**src/rtl/hdmi_i2c_config_seq.sv**
```systemverilog
// hdmi_i2c_config_seq: walks the HDMI transmitter register list and issues one 2-byte I2C write per entry,
// with NACK retry and per-attempt timeout. Define HDMI_HPD_REINIT_EN to rerun the sequence on an HPD rise.
module hdmi_i2c_config_seq #(
    parameter int         NUM_REGS    = 32,
    parameter logic [7:0] SLAVE_ADDR  = 8'h72,
    parameter int         PWR_DLY     = 20000,
    parameter int         GAP_CYC     = 8,
    parameter int         RETRY_MAX   = 3,
    parameter int         TIMEOUT_CYC = 4096
) (
    input  logic        PT_CK,
    input  logic        RESET_N,
    input  logic        START,
    input  logic        HPD,
    output logic [7:0]  LUT_INDEX,
    input  logic [15:0] LUT_DATA,
    output logic        GO,
    output logic [15:0] REG_DATA,
    output logic [7:0]  SLAVE_ADDRESS,
    output logic [7:0]  BYTE_NUM,
    input  logic        END_OK,
    input  logic        ACK_OK,
    output logic        BUSY,
    output logic        READY,
    output logic        ERROR,
    output logic [7:0]  NACK_CNT
);
    localparam logic [3:0] S_PWR     = 4'd0;
    localparam logic [3:0] S_LOAD    = 4'd1;
    localparam logic [3:0] S_LAUNCH  = 4'd2;
    localparam logic [3:0] S_WAIT_LO = 4'd3;
    localparam logic [3:0] S_WAIT_HI = 4'd4;
    localparam logic [3:0] S_CHECK   = 4'd5;
    localparam logic [3:0] S_GAP     = 4'd6;
    localparam logic [3:0] S_DONE    = 4'd7;
    localparam logic [3:0] S_FAIL    = 4'd8;

    localparam logic [15:0] PWR_END  = 16'(PWR_DLY - 1);
    localparam logic [15:0] GAP_END  = 16'(GAP_CYC - 1);
    localparam logic [15:0] TO_END   = 16'(TIMEOUT_CYC - 1);
    localparam logic [7:0]  LAST_IDX = 8'(NUM_REGS - 1);
    localparam logic [2:0]  RMAX     = 3'(RETRY_MAX);

    logic [3:0]  state_q, state_d;
    logic [15:0] tmr_q, tmr_d;
    logic [7:0]  idx_q, idx_d;
    logic [2:0]  att_q, att_d;
    logic [7:0]  nack_q, nack_d;
    logic [15:0] data_q, data_d;
    logic        go_q, go_d;
    logic        to_q, to_d;
    logic        last_q, last_d;
    logic        start_q;
    logic        busy_q, busy_d;
    logic        ready_q, ready_d;
    logic        error_q, error_d;
    logic        start_rise, restart_req;

    assign start_rise = START & ~start_q;

`ifdef HDMI_HPD_REINIT_EN
    logic [2:0] hpd_sync_q;
    logic       hpd_pend_q, hpd_pend_d;

    // A pending HPD rise survives a busy sequence and is consumed once the sequence settles
    always_comb begin
        hpd_pend_d = (hpd_sync_q[1] & ~hpd_sync_q[2]) |
                     (hpd_pend_q & ~(state_q == S_DONE || state_q == S_FAIL));
    end

    always_ff @(posedge PT_CK or negedge RESET_N) begin
        if (!RESET_N) begin
            hpd_sync_q <= '0;
            hpd_pend_q <= 1'b0;
        end else begin
            hpd_sync_q <= {hpd_sync_q[1:0], HPD};
            hpd_pend_q <= hpd_pend_d;
        end
    end

    assign restart_req = start_rise | hpd_pend_q;
`else
    logic unused_hpd;
    assign unused_hpd  = HPD;
    assign restart_req = start_rise;
`endif

    always_comb begin
        state_d = state_q;
        tmr_d   = tmr_q;
        idx_d   = idx_q;
        att_d   = att_q;
        nack_d  = nack_q;
        data_d  = data_q;
        go_d    = 1'b1;
        to_d    = 1'b0;
        last_d  = last_q;
        case (state_q)
            S_PWR: begin
                tmr_d   = (tmr_q == PWR_END) ? 16'd0 : tmr_q + 16'd1;
                state_d = (tmr_q == PWR_END) ? S_LOAD : S_PWR;
            end
            S_LOAD: begin
                data_d  = LUT_DATA;
                tmr_d   = 16'd0;
                state_d = S_LAUNCH;
            end
            S_LAUNCH: begin
                go_d    = 1'b0;
                state_d = S_WAIT_LO;
            end
            S_WAIT_LO, S_WAIT_HI: begin
                tmr_d = tmr_q + 16'd1;
                if (state_q == S_WAIT_LO && !END_OK) begin
                    state_d = S_WAIT_HI;
                end else if (state_q == S_WAIT_HI && END_OK) begin
                    state_d = S_CHECK;
                end else if (tmr_q == TO_END) begin
                    state_d = S_CHECK;
                    to_d    = 1'b1;
                end
            end
            S_CHECK: begin
                tmr_d   = 16'd0;
                state_d = S_GAP;
                // A timed-out attempt is charged exactly like a NACK
                if (ACK_OK || to_q) begin
                    nack_d = (nack_q == 8'hFF) ? nack_q : nack_q + 8'd1;
                    if (att_q < RMAX) begin
                        att_d = att_q + 3'd1;
                    end else begin
                        state_d = S_FAIL;
                    end
                end else begin
                    att_d  = 3'd0;
                    last_d = (idx_q == LAST_IDX);
                    idx_d  = (idx_q == LAST_IDX) ? idx_q : idx_q + 8'd1;
                end
            end
            S_GAP: begin
                tmr_d   = (tmr_q == GAP_END) ? tmr_q : tmr_q + 16'd1;
                state_d = (tmr_q != GAP_END) ? S_GAP : (last_q ? S_DONE : S_LOAD);
            end
            S_DONE, S_FAIL: begin
                if (restart_req) begin
                    state_d = S_LOAD;
                    idx_d   = 8'd0;
                    att_d   = 3'd0;
                    nack_d  = 8'd0;
                    last_d  = 1'b0;
                end
            end
            default: begin
                state_d = S_PWR;
                tmr_d   = 16'd0;
            end
        endcase
        busy_d  = !(state_d == S_DONE || state_d == S_FAIL);
        ready_d = (state_d == S_DONE);
        error_d = (state_d == S_FAIL);
    end

    always_ff @(posedge PT_CK or negedge RESET_N) begin
        if (!RESET_N) begin
            state_q <= S_PWR;
            tmr_q   <= '0;
            idx_q   <= '0;
            att_q   <= '0;
            nack_q  <= '0;
            data_q  <= '0;
            go_q    <= 1'b1;
            to_q    <= 1'b0;
            last_q  <= 1'b0;
            start_q <= 1'b0;
            busy_q  <= 1'b1;
            ready_q <= 1'b0;
            error_q <= 1'b0;
        end else begin
            state_q <= state_d;
            tmr_q   <= tmr_d;
            idx_q   <= idx_d;
            att_q   <= att_d;
            nack_q  <= nack_d;
            data_q  <= data_d;
            go_q    <= go_d;
            to_q    <= to_d;
            last_q  <= last_d;
            start_q <= START;
            busy_q  <= busy_d;
            ready_q <= ready_d;
            error_q <= error_d;
        end
    end

    assign LUT_INDEX     = idx_q;
    assign GO            = go_q;
    assign REG_DATA      = data_q;
    assign SLAVE_ADDRESS = SLAVE_ADDR;
    assign BYTE_NUM      = 8'd2;
    assign BUSY          = busy_q;
    assign READY         = ready_q;
    assign ERROR         = error_q;
    assign NACK_CNT      = nack_q;
endmodule

```
**config.mk**
```make
export PLATFORM = sky130hd
export DESIGN_NAME = hdmi_i2c_config_seq
export DESIGN_NICKNAME = d
export VERILOG_FILES = /design/src/rtl/hdmi_i2c_config_seq.sv
export SDC_FILE = /design/constraint.sdc
export NUM_CORES = 1
export LEC_CHECK = 0
export CORE_MARGIN = 3
export CORE_UTILIZATION = 51
export CTS_BUF_LIST = sky130_fd_sc_hd__clkbuf_8 sky130_fd_sc_hd__clkbuf_16
export DETAILED_ROUTE_END_ITERATION = 16
export PLACE_DENSITY_LB_ADDON = 0.2
export SLEW_MARGIN = 20
export SYNTH_ARGS = -nofsm -noshare
export SYNTH_HDL_FRONTEND = slang
export SYNTH_SLANG_ARGS = --single-unit
```
**constraint.sdc**
```tcl
create_clock -name PT_CK -period 3.2 [get_ports PT_CK]
set_input_delay 0.64 -clock PT_CK [delete_from_list [all_inputs] [get_ports PT_CK]]
set_output_delay 0.64 -clock PT_CK [all_outputs]
set_load 0.05 [all_outputs]
```
==> results of run 1 <==
## cell type report
cell class              instances  area share
repair buffers                 63       0.143
clock inverters                 7      0.0232
multi-input cells             259       0.411
flip-flops and latches         62       0.365
well taps                      77      0.0226
clock buffers                   9      0.0291
inverters                       8     0.00705
## worst paths after layout
kind	endpoint	slack, ns	depth (start not counted)	from
max in group asynchronous	REG_DATA[12]$_DFFE_PN0P_	2.24	2	RESET_N
min in group PT_CK	tmr_q[0]$_DFFE_PN0P_	0.51	1	tmr_q[0]$_DFFE_PN0P_
min	REG_DATA[5]$_DFFE_PN0P_	0.46	2	RESET_N
max	tmr_q[7]$_DFFE_PN0P_	0.64	5	tmr_q[7]$_DFFE_PN0P_
max reg2reg	tmr_q[7]$_DFFE_PN0P_	0.64	5	tmr_q[7]$_DFFE_PN0P_
min reg2reg	tmr_q[0]$_DFFE_PN0P_	0.51	1	tmr_q[0]$_DFFE_PN0P_
## cells in the mapped netlist (3+ instances only)
cell type,count,area (µm²)
sky130_fd_sc_hd__nor3_1,3,15.0
sky130_fd_sc_hd__o31ai_1,11,82.6
sky130_fd_sc_hd__or2_2,4,25.0
sky130_fd_sc_hd__and3_1,3,18.8
sky130_fd_sc_hd__dfrtp_1,60,1500
sky130_fd_sc_hd__o41ai_1,3,26.3
sky130_fd_sc_hd__mux2_2,18,203
sky130_fd_sc_hd__buf_2,4,20.0
sky130_fd_sc_hd__clkbuf_1,4,15.0
sky130_fd_sc_hd__nand3b_1,3,22.5
sky130_fd_sc_hd__nand4_1,8,50.1
sky130_fd_sc_hd__nor2_1,14,52.6
sky130_fd_sc_hd__o21ai_0,16,80.1
sky130_fd_sc_hd__o22ai_1,3,18.8
sky130_fd_sc_hd__a31oi_1,5,31.3
sky130_fd_sc_hd__o211ai_1,3,22.5
sky130_fd_sc_hd__or4_1,6,45.0
sky130_fd_sc_hd__nand3_1,13,65.1
sky130_fd_sc_hd__inv_1,8,30.0
sky130_fd_sc_hd__a21oi_1,13,65.1
sky130_fd_sc_hd__or3_1,4,25.0
sky130_fd_sc_hd__nor2b_1,6,37.5
sky130_fd_sc_hd__a211o_1,4,35.0
sky130_fd_sc_hd__a2bb2oi_1,10,87.6
sky130_fd_sc_hd__buf_4,17,128
sky130_fd_sc_hd__nand2_1,30,113
sky130_fd_sc_hd__and2_1,10,62.6
sky130_fd_sc_hd__and4_1,3,26.3
sky130_fd_sc_hd__ha_1,4,50.1
sky130_fd_sc_hd__a22o_1,4,35.0
## power by group
part | switching (mW) | internal [mW] | total, mW
Clock | 0.311 | 0.440 | 0.752
Sequential | 0.225 | 1.01 | 1.24
Combinational | 1.18 | 0.717 | 1.89
Total | 1.71 | 2.17 | 3.88
## placed cells by master, fill, tap and decap left out, types with 5 or more instances in the layout
| cell | n |
|---|---|
| sky130_fd_sc_hd__nand4_1 | 8 |
| sky130_fd_sc_hd__inv_1 | 8 |
| sky130_fd_sc_hd__nor2b_1 | 6 |
| sky130_fd_sc_hd__and2_1 | 10 |
| sky130_fd_sc_hd__mux2_2 | 18 |
| sky130_fd_sc_hd__nand3_1 | 13 |
| sky130_fd_sc_hd__or4_1 | 6 |
| sky130_fd_sc_hd__clkbuf_8 | 9 |
| sky130_fd_sc_hd__o31ai_1 | 11 |
| sky130_fd_sc_hd__a21oi_1 | 13 |
| sky130_fd_sc_hd__nor2_1 | 14 |
| sky130_fd_sc_hd__clkdlybuf4s50_1 | 55 |
| sky130_fd_sc_hd__buf_4 | 7 |
| sky130_fd_sc_hd__a31oi_1 | 5 |
| sky130_fd_sc_hd__o21ai_0 | 16 |
| sky130_fd_sc_hd__conb_1 | 16 |
| sky130_fd_sc_hd__a2bb2oi_1 | 10 |
| sky130_fd_sc_hd__nand2_1 | 30 |
| sky130_fd_sc_hd__dfrtp_1 | 60 |
## flip-flops by register name, indices dropped and copies added (netlist names)
signal / flops
tmr_q: 16
READY: 1
start_q: 1
REG_DATA: 16
BUSY: 1
att_q: 3
GO: 1
last_q: 1
state_q: 4
to_q: 1
LUT_INDEX: 8
NACK_CNT: 8
ERROR: 1
## kinds of logic (layout without fill, tap and decap cells)
logic type                 after synthesis  count (layout)  synth area share
DFF                                     62              62             0.449
xor gates and xnor gates                 1               1           0.00253
muxes                                   20              20            0.0644
other                                    2              16           0.00217
AOI/OAI and AO/OA                       94              94             0.201
adders and majority gates                4               4            0.0145
and+or+nand+nor                        124             124             0.204
buffers and inverters                   35              87            0.0622
## per-stage QoR
step | hold WS (ns) | std cells | power [mW]
6_report | 0.457 | 485 | 3.88
4_1_cts | 0.477 | 485 | 3.91
2_1_floorplan | 0.344 | 356 | 2.58
3_3_place_gp | 0.487 | 469 | 3.11
5_1_grt | 0.520 | 485 | 4.12
3_5_place_dp | 0.494 | 469 | 3.15
## worst register-to-register path: stages, from the launching register on
cell and delay [ns]:
sky130_fd_sc_hd__dfrtp_1 0.46, sky130_fd_sc_hd__or4_1 0.56, sky130_fd_sc_hd__or4_4 0.57, sky130_fd_sc_hd__a21oi_2 0.36, sky130_fd_sc_hd__or2_2 0.36, sky130_fd_sc_hd__o31ai_1 0.12
## metal layers
metal / track usage / vias to the layer above / wire length [µm] / part of all wire
li1: - / 1393 / - / -
met1: 0.302 / 1387 / 3640 / 0.48
met2: 0.327 / 111 / 3400 / 0.45
met3: 0.0382 / 17 / 427 / 0.056
met4: 0.0989 / 0 / 162 / 0.021
met5: 0 / - / 0 / 0
==> results, run 1 <==
- The flow ran to the end, and the final reports show no timing, DRC or antenna violations.
- Detailed placement ended at an HPWL of roughly 5.3 mm.
- The global-route wire length before repair is 13.3 mm.
- The worst path arrival time is 2.77 ns.
- After clock tree synthesis, the repair step resized 0 gates.
- The most used flip-flop cell after synthesis is sky130_fd_sc_hd__dfrtp_1.
- The die extent in y is 88.4 µm.
- Across the VDD grid, the largest voltage drop is ~0.00063 V.
- CTS saw between 60 and 70 sinks.
- The maximum level of the CTS H-tree is 3.
- The count of input and output buffers is 56.
- Summed over all cells, the static leakage comes to roughly 1.8 nW.
- Routability-driven placement finished with a final weighted congestion of slightly above 0.8.
- The area taken by multi-input logic gates is 1750 µm².
- The filler cells instantiated in the layout total 540.
- The Yosys step of the flow raised 0 warnings.
- The category of the most critical setup path is reg2reg.
- The post-layout utilization of the core is 0.660.
- The maximum fanout encountered on the critical timing path is 12.
- The DRC violation count after routing is 0.
- The final-report max-slew violation count is 0.
- In this run the deepest clock path goes through 2 buffers.
- Between clock sinks in the finished design, the worst skew comes to 0.0108 ns.
- The total count of hold-check failures in the final report is 0.
- Synthesis produced 342 cells.
- The worst setup slack before clock tree synthesis is 0.358 ns.
- The time the worst path needs with I/O delays and setup is between 2 and 3 ns.
- Clock tree synthesis inserted a total of 9 buffers.
- From left edge to right edge, the die measures roughly 88 µm.
- STA classifies the critical path endpoint as a register.
- The worst setup path is launched from a register.
- The detailed router finished its first iteration with around 140 violations.
- The number of setup buffers added after CTS is 0.
- The finished layout cell area is approximately 4300 µm².
- The row count is 29.
- The all-layer global routing usage is 0.216.
- The TritonCTS clock tree is built.
- The residual overflow from global routing is 0.
- The number of top-level design ports is 74.
- The floorplan step defined a core boundary enclosing between 6000 and 7000 µm².
- Of the available clock period, the critical path in the final layout requires 0.799.
- The highest attainable clock frequency is between 300 and 400 MHz.
- The count of nets after finishing is between 400 and 500.
- Entering global routing, the biggest net connects between 60 and 70 pins.
- The final layout contains routed wiring with a total length of between 7 and 8 mm.
- The number of global-route vias before repair came to 2821.
- The final-layout setup total negative slack is 0 ns.
- The number of synthesized flops with an enable pin is 0.
- In this run the power density over the cells is about 910 nW/µm².
- The first detailed-routing pass ran for 4 iterations.
- The root buffer cell chosen for the clock tree is sky130_fd_sc_hd__clkbuf_8.
- Max-cap violations in this run came to 0.
- From synthesis to final layout, the design area changed by 23.1%.
- Of the cells placed in the final design, the portion with a size suffix greater than 1 is 0.147.
- Setup repair after global routing left no endpoint under its margin.
- Counting both buffers and inverters, the worst setup path holds a total of 0.
- The actual slew at the worst max-slew pin is approximately 0.77 ns.
- Setup slack on the critical path of the routed design comes to 0.644 ns.
- The number of nets with antenna violations after routing is 0.
- The largest single stage delay on the critical path is 0.57 ns.
- Using the TritonRoute via totals, the vias-per-cell ratio works out to ~6.0.
- The library cell contributing the largest single delay on the critical path is sky130_fd_sc_hd__or4_4.
- The initial antenna violation count is 0.
- The required time at the endpoint of the critical path is 3.41 ns.
- The antenna diode count is 0.
- Dividing the synthesized area by the synthesized cell count gives about 10 µm².
- For this run, the register share of the synthesized area comes to 0.449.
- After synthesis the netlist holds a flip-flop and latch count of between 60 and 70.
- For the worst-skew pair, the clock arrives at the later sink with an insertion delay of 0.34 ns.
- For this configuration, the core starts out at a cell density of 0.536.
- The via total after detailed routing is between 2k and 3k.
- Walking the worst path, the cells encountered are or4_1 -> or4_4 -> a21oi_2 -> or2_2 -> o31ai_1.
- The area of the mapped netlist is 3460 µm².
- The number of hold buffers added after cts is 0.
- In the final layout, flip-flops and latches occupy around 1600 µm².
- The number of different library cells in the post-synthesis netlist is 65.
- The max-slew headroom at the worst pin is 0.473.
- The share of flip-flops with an asynchronous set or reset is 1.00.
- Among cell families on the critical path, the largest total delay comes from simple AND/OR/NAND/NOR gates.
- The total die area is ~7800 µm².
- The area of placed instances is 4040 µm².
- The clock input transition at the sequential cells of the worst setup and hold paths is approximately 0.070 ns.
- Setup violations remaining at the end of the flow were counted as 0.
- The worst min-delay path class is in2async.
- Dividing the detail-routed wire length by the instance count gives roughly 16 µm.
No activity file was read; power rests on OpenSTA's default activity.
==> inputs of run 2 (changes only) <==
--- a/config.mk
+++ b/config.mk
@@ -6,7 +6,7 @@
 export NUM_CORES = 1
 export LEC_CHECK = 0
 export CORE_MARGIN = 3
-export CORE_UTILIZATION = 51
+export CORE_UTILIZATION = 46
 export CTS_BUF_LIST = sky130_fd_sc_hd__clkbuf_8 sky130_fd_sc_hd__clkbuf_16
 export DETAILED_ROUTE_END_ITERATION = 16
 export PLACE_DENSITY_LB_ADDON = 0.2
==> constraint.sdc (replaced) <==
create_clock -name PT_CK -period 2.3 [get_ports PT_CK]
set_input_delay 0.46 -clock PT_CK [delete_from_list [all_inputs] [get_ports PT_CK]]
set_output_delay 0.46 -clock PT_CK [all_outputs]
set_load 0.05 [all_outputs]
==> run 2 against run 1 <==
Sequential power increased by 36%. Non-clock buffer count increased by 42. Critical path depth unchanged. Global-route usage decreased by 1.1 points. Die area increased by 10%. Cell count increased by 13%. Clock-buffer cell count unchanged. Highest routed layer unchanged.
==> results, run 2 (synthesized netlist as in run 1, its figures left out) <==
- The maximum level of the CTS H-tree came to 3 (unchanged).
- The final setup violation count is 0 (unchanged).
- The row count is 30 (was 29).
- The detailed placement HPWL is 6.15 mm (was 5.35 mm).
- The met2 layer usage reported by global route is 0.326 (was 0.327).
- The core outline area came to 7060 µm² (was 6460 µm²).
- The clock insertion delay at the later pin of the skew report is 0.34 ns (about the same).
- The endpoint of the worst-slack reg-to-reg timing path is state_q[1]$_DFF_PN0_ (was tmr_q[7]$_DFFE_PN0P_).
- The via density per instance is 5.59 (was 6.00).
- The area taken by multi-input logic gates is 1780 µm² (was 1750 µm²).
- Highest-count cells in the layout ignoring fill and taps: 59 x sky130_fd_sc_hd__dfrtp_1, 55 x sky130_fd_sc_hd__clkdlybuf4s50_1, 49 x sky130_fd_sc_hd__buf_4 (was 60 x sky130_fd_sc_hd__dfrtp_1, 55 x sky130_fd_sc_hd__clkdlybuf4s50_1, 30 x sky130_fd_sc_hd__nand2_1).
- The cell depth of the worst setup path was 5 (unchanged).
- Cell Chain, Critical Path: or4_4 -> or4_4 -> o211ai_1 -> o211ai_1 -> a21o_1 (was or4_1 -> or4_4 -> a21oi_2 -> or2_2 -> o31ai_1).
- The category of the most critical setup path is reg2reg (unchanged).
- The routed wire length per instance is 15.5 µm (was 15.7 µm).
- The logic depth of the worst register-to-register path is 5 (unchanged).
- The max-slew headroom at the worst pin is 0.653 (was 0.473).
- The total design power is 5.63 mW (was 3.88 mW).
- The ratio of cells with drive above 1 in the final layout was 0.238 (was 0.147).
- The portion of the clock cycle consumed by the worst path in the final layout is 0.988 (was 0.799).
- The first element of the critical path is tmr_q[5]$_DFFE_PN0P_ (was tmr_q[7]$_DFFE_PN0P_).
- The critical path buffer and inverter count was 0 (unchanged).
- The worst min-delay path class is in2async (unchanged).
- The critical path capture point is state_q[1]$_DFF_PN0_ (was tmr_q[7]$_DFFE_PN0P_).
- The total CTS buffers came to 9 (unchanged).
- The number of global-route vias before repair is 3073 (was 2821).
- The worst clock skew on the final layout is 0.0143 ns (was 0.0108 ns).
- The number of clock sinks is 62 (unchanged).
- The maximum fanout encountered on the critical timing path was 3 (was 12).
- The total count of hold-check failures in the final report is 0 (unchanged).
- The met1 global-route usage was 0.278 (was 0.302).
- Run status: finished, final reports clean (unchanged).
- The x dimension of the die is 92.7 µm (was 88.4 µm).
- The initial antenna violation count came to 0 (unchanged).
- The die extent in y is 92.7 µm (was 88.4 µm).
- The actual slew at the worst max-slew pin came to 0.519 ns (was 0.771 ns).
- The library cell contributing the largest single delay on the critical path is sky130_fd_sc_hd__or4_4 (unchanged).
- Setup repair after global routing missed its margin: true (was false).
- The TritonCTS clock tree is built (unchanged).
- The most congested layer reported by global routing is met2 (unchanged).
- The met3 global-route usage came to 0.0447 (was 0.0382).
- The clock input transition at the sequential cells of the worst setup and hold paths was 0.08 ns (was 0.07 ns).
- The count of nets after finishing is 471 (was 429).
- The residual overflow from global routing is 0 (unchanged).
- The count of input and output buffers is 56 (unchanged).
- The family with the most delay on the worst path is simple AND/OR/NAND/NOR gates (unchanged).
- The area used by sequential logic in the layout is 1560 µm² (was 1550 µm²).
- The peak ir drop on the vdd network is 0.000597 V (was 0.000630 V).
- The routability-driven placement congestion ratio is 0.869 (was 0.831).
- The global-route wire length before repair was 14.3 mm (was 13.3 mm).
- The element type at the critical path end is a register (unchanged).
- The number of fill cells is 608 (was 540).
- The startpoint type of the worst setup path is a register (unchanged).
- The power density over the cells is 1220 nW/µm² (was 911 nW/µm²).
- The max-cap check violation count was 0 (unchanged).
- The maximum number of pins on one net before global-route repair came to 33 (was 63).
- The highest attainable clock frequency is 440 MHz (was 391 MHz).
- The required time at the endpoint of the critical path is 2.53 ns (was 3.41 ns).
- The DRC violation count after routing was 0 (unchanged).
- The most common library cell in the layout ignoring fill and taps is sky130_fd_sc_hd__dfrtp_1 (unchanged).
- The time the worst path needs with I/O delays and setup is 2.27 ns (was 2.56 ns).
- The standby leakage power is 1.98 nW (was 1.77 nW).
- The routed wire length was 8.48 mm (was 7.62 mm).
- The DRC marker count from the first detailed-route iteration is 193 (was 136).
- The number of hold buffers added after cts is 0 (unchanged).
- The largest buffer count on any clock path came to 2 (unchanged).
- The final-layout setup total negative slack is 0 ns (unchanged).
- The worst path arrival time is 2.50 ns (was 2.77 ns).
- The via total after detailed routing is 3051 (was 2908).
- The worst-case register-to-register setup slack is 0.03 ns (was 0.64 ns).
- The total die area is 8600 µm² (was 7810 µm²).
- The length of the first detailed-routing pass in iterations is 4 (unchanged).
- The number of nets with antenna violations after routing came to 0 (unchanged).
- The worst flop-to-flop path startpoint was tmr_q[5]$_DFFE_PN0P_ (was tmr_q[7]$_DFFE_PN0P_).
- The number of top-level design ports is 74 (unchanged).
- The all-layer global routing usage is 0.205 (was 0.216).
- The initial standard-cell utilization of the core is 0.490 (was 0.536).
- The final-report max-slew violation count is 0 (unchanged).
- The area added between synthesis and finish was 33.6% (was 23.1%).
- The root cell of the clock tree is sky130_fd_sc_hd__clkbuf_8 (unchanged).
- The delay contributed by the slowest stage of the critical path was 0.57 ns (about the same).
- The antenna diode count is 0 (unchanged).
run 2: how the worst min path moves through the flow:
stage / cells past startpoint / endpoint / slack [ns] / startpoint
CTS: 2 / REG_DATA[2]$_DFFE_PN0P_ / 0.14 / RESET_N
global placement: 1 / tmr_q[0]$_DFFE_PN0P_ / 0.49 / tmr_q[0]$_DFFE_PN0P_
floorplan: 0 / ERROR$_DFF_PN0_ / 0.16 / RESET_N
detailed placement: 1 / REG_DATA[11]$_DFFE_PN0P_ / 0.49 / REG_DATA[11]$_DFFE_PN0P_
finish: 2 / REG_DATA[2]$_DFFE_PN0P_ / 0.13 / RESET_N
global route: 2 / REG_DATA[2]$_DFFE_PN0P_ / 0.16 / RESET_N
run 2: worst reg2reg max path: stages (launching register included):
cell and delay [ns]:
sky130_fd_sc_hd__dfrtp_1 0.38, sky130_fd_sc_hd__or4_4 0.55, sky130_fd_sc_hd__or4_4 0.57, sky130_fd_sc_hd__o211ai_1 0.27, sky130_fd_sc_hd__o211ai_1 0.20, sky130_fd_sc_hd__a21o_1 0.19
run 2: area by class of cell:
cell class,count,area share
multi-input cells,259,0.385
flip-flops and latches,62,0.336
repair buffers,105,0.200
clock buffers,9,0.0268
well taps,96,0.0260
clock inverters,7,0.0195
inverters,8,0.00650
run 2: repair_timing:
action,CTS,global route
cloned,0,0
setup endpoints to repair,1,23
pin swaps,0,3
setup buffers,0,1
gates resized for setup,1,7
run 2: per-layer routing:
metal	part of all wire	vias up
met2	0.46	109
li1	-	1467
met4	0.014	0
met5	0	-
met3	0.063	13
met1	0.46	1462
run 2: power by group:
part,switching [mW],internal [mW]
clock network,0.447,0.604
registers,0.284,1.41
logic,1.75,1.13
total,2.48,3.15
run 2: per-stage QoR:
step                      instances  setup slack, ns  utilization  instance area, µm²  hold WS [ns]
after floorplan                 356           0.0426            -                3510         0.164
after global placement          529           -0.128        0.619                4370         0.487
after detailed placement        529           -0.169        0.619                4370         0.494
after CTS                       545           0.0137        0.650                4590         0.136
after global routing            546          -0.0737        0.655                4620         0.156
final                           546           0.0285        0.655                4620         0.134
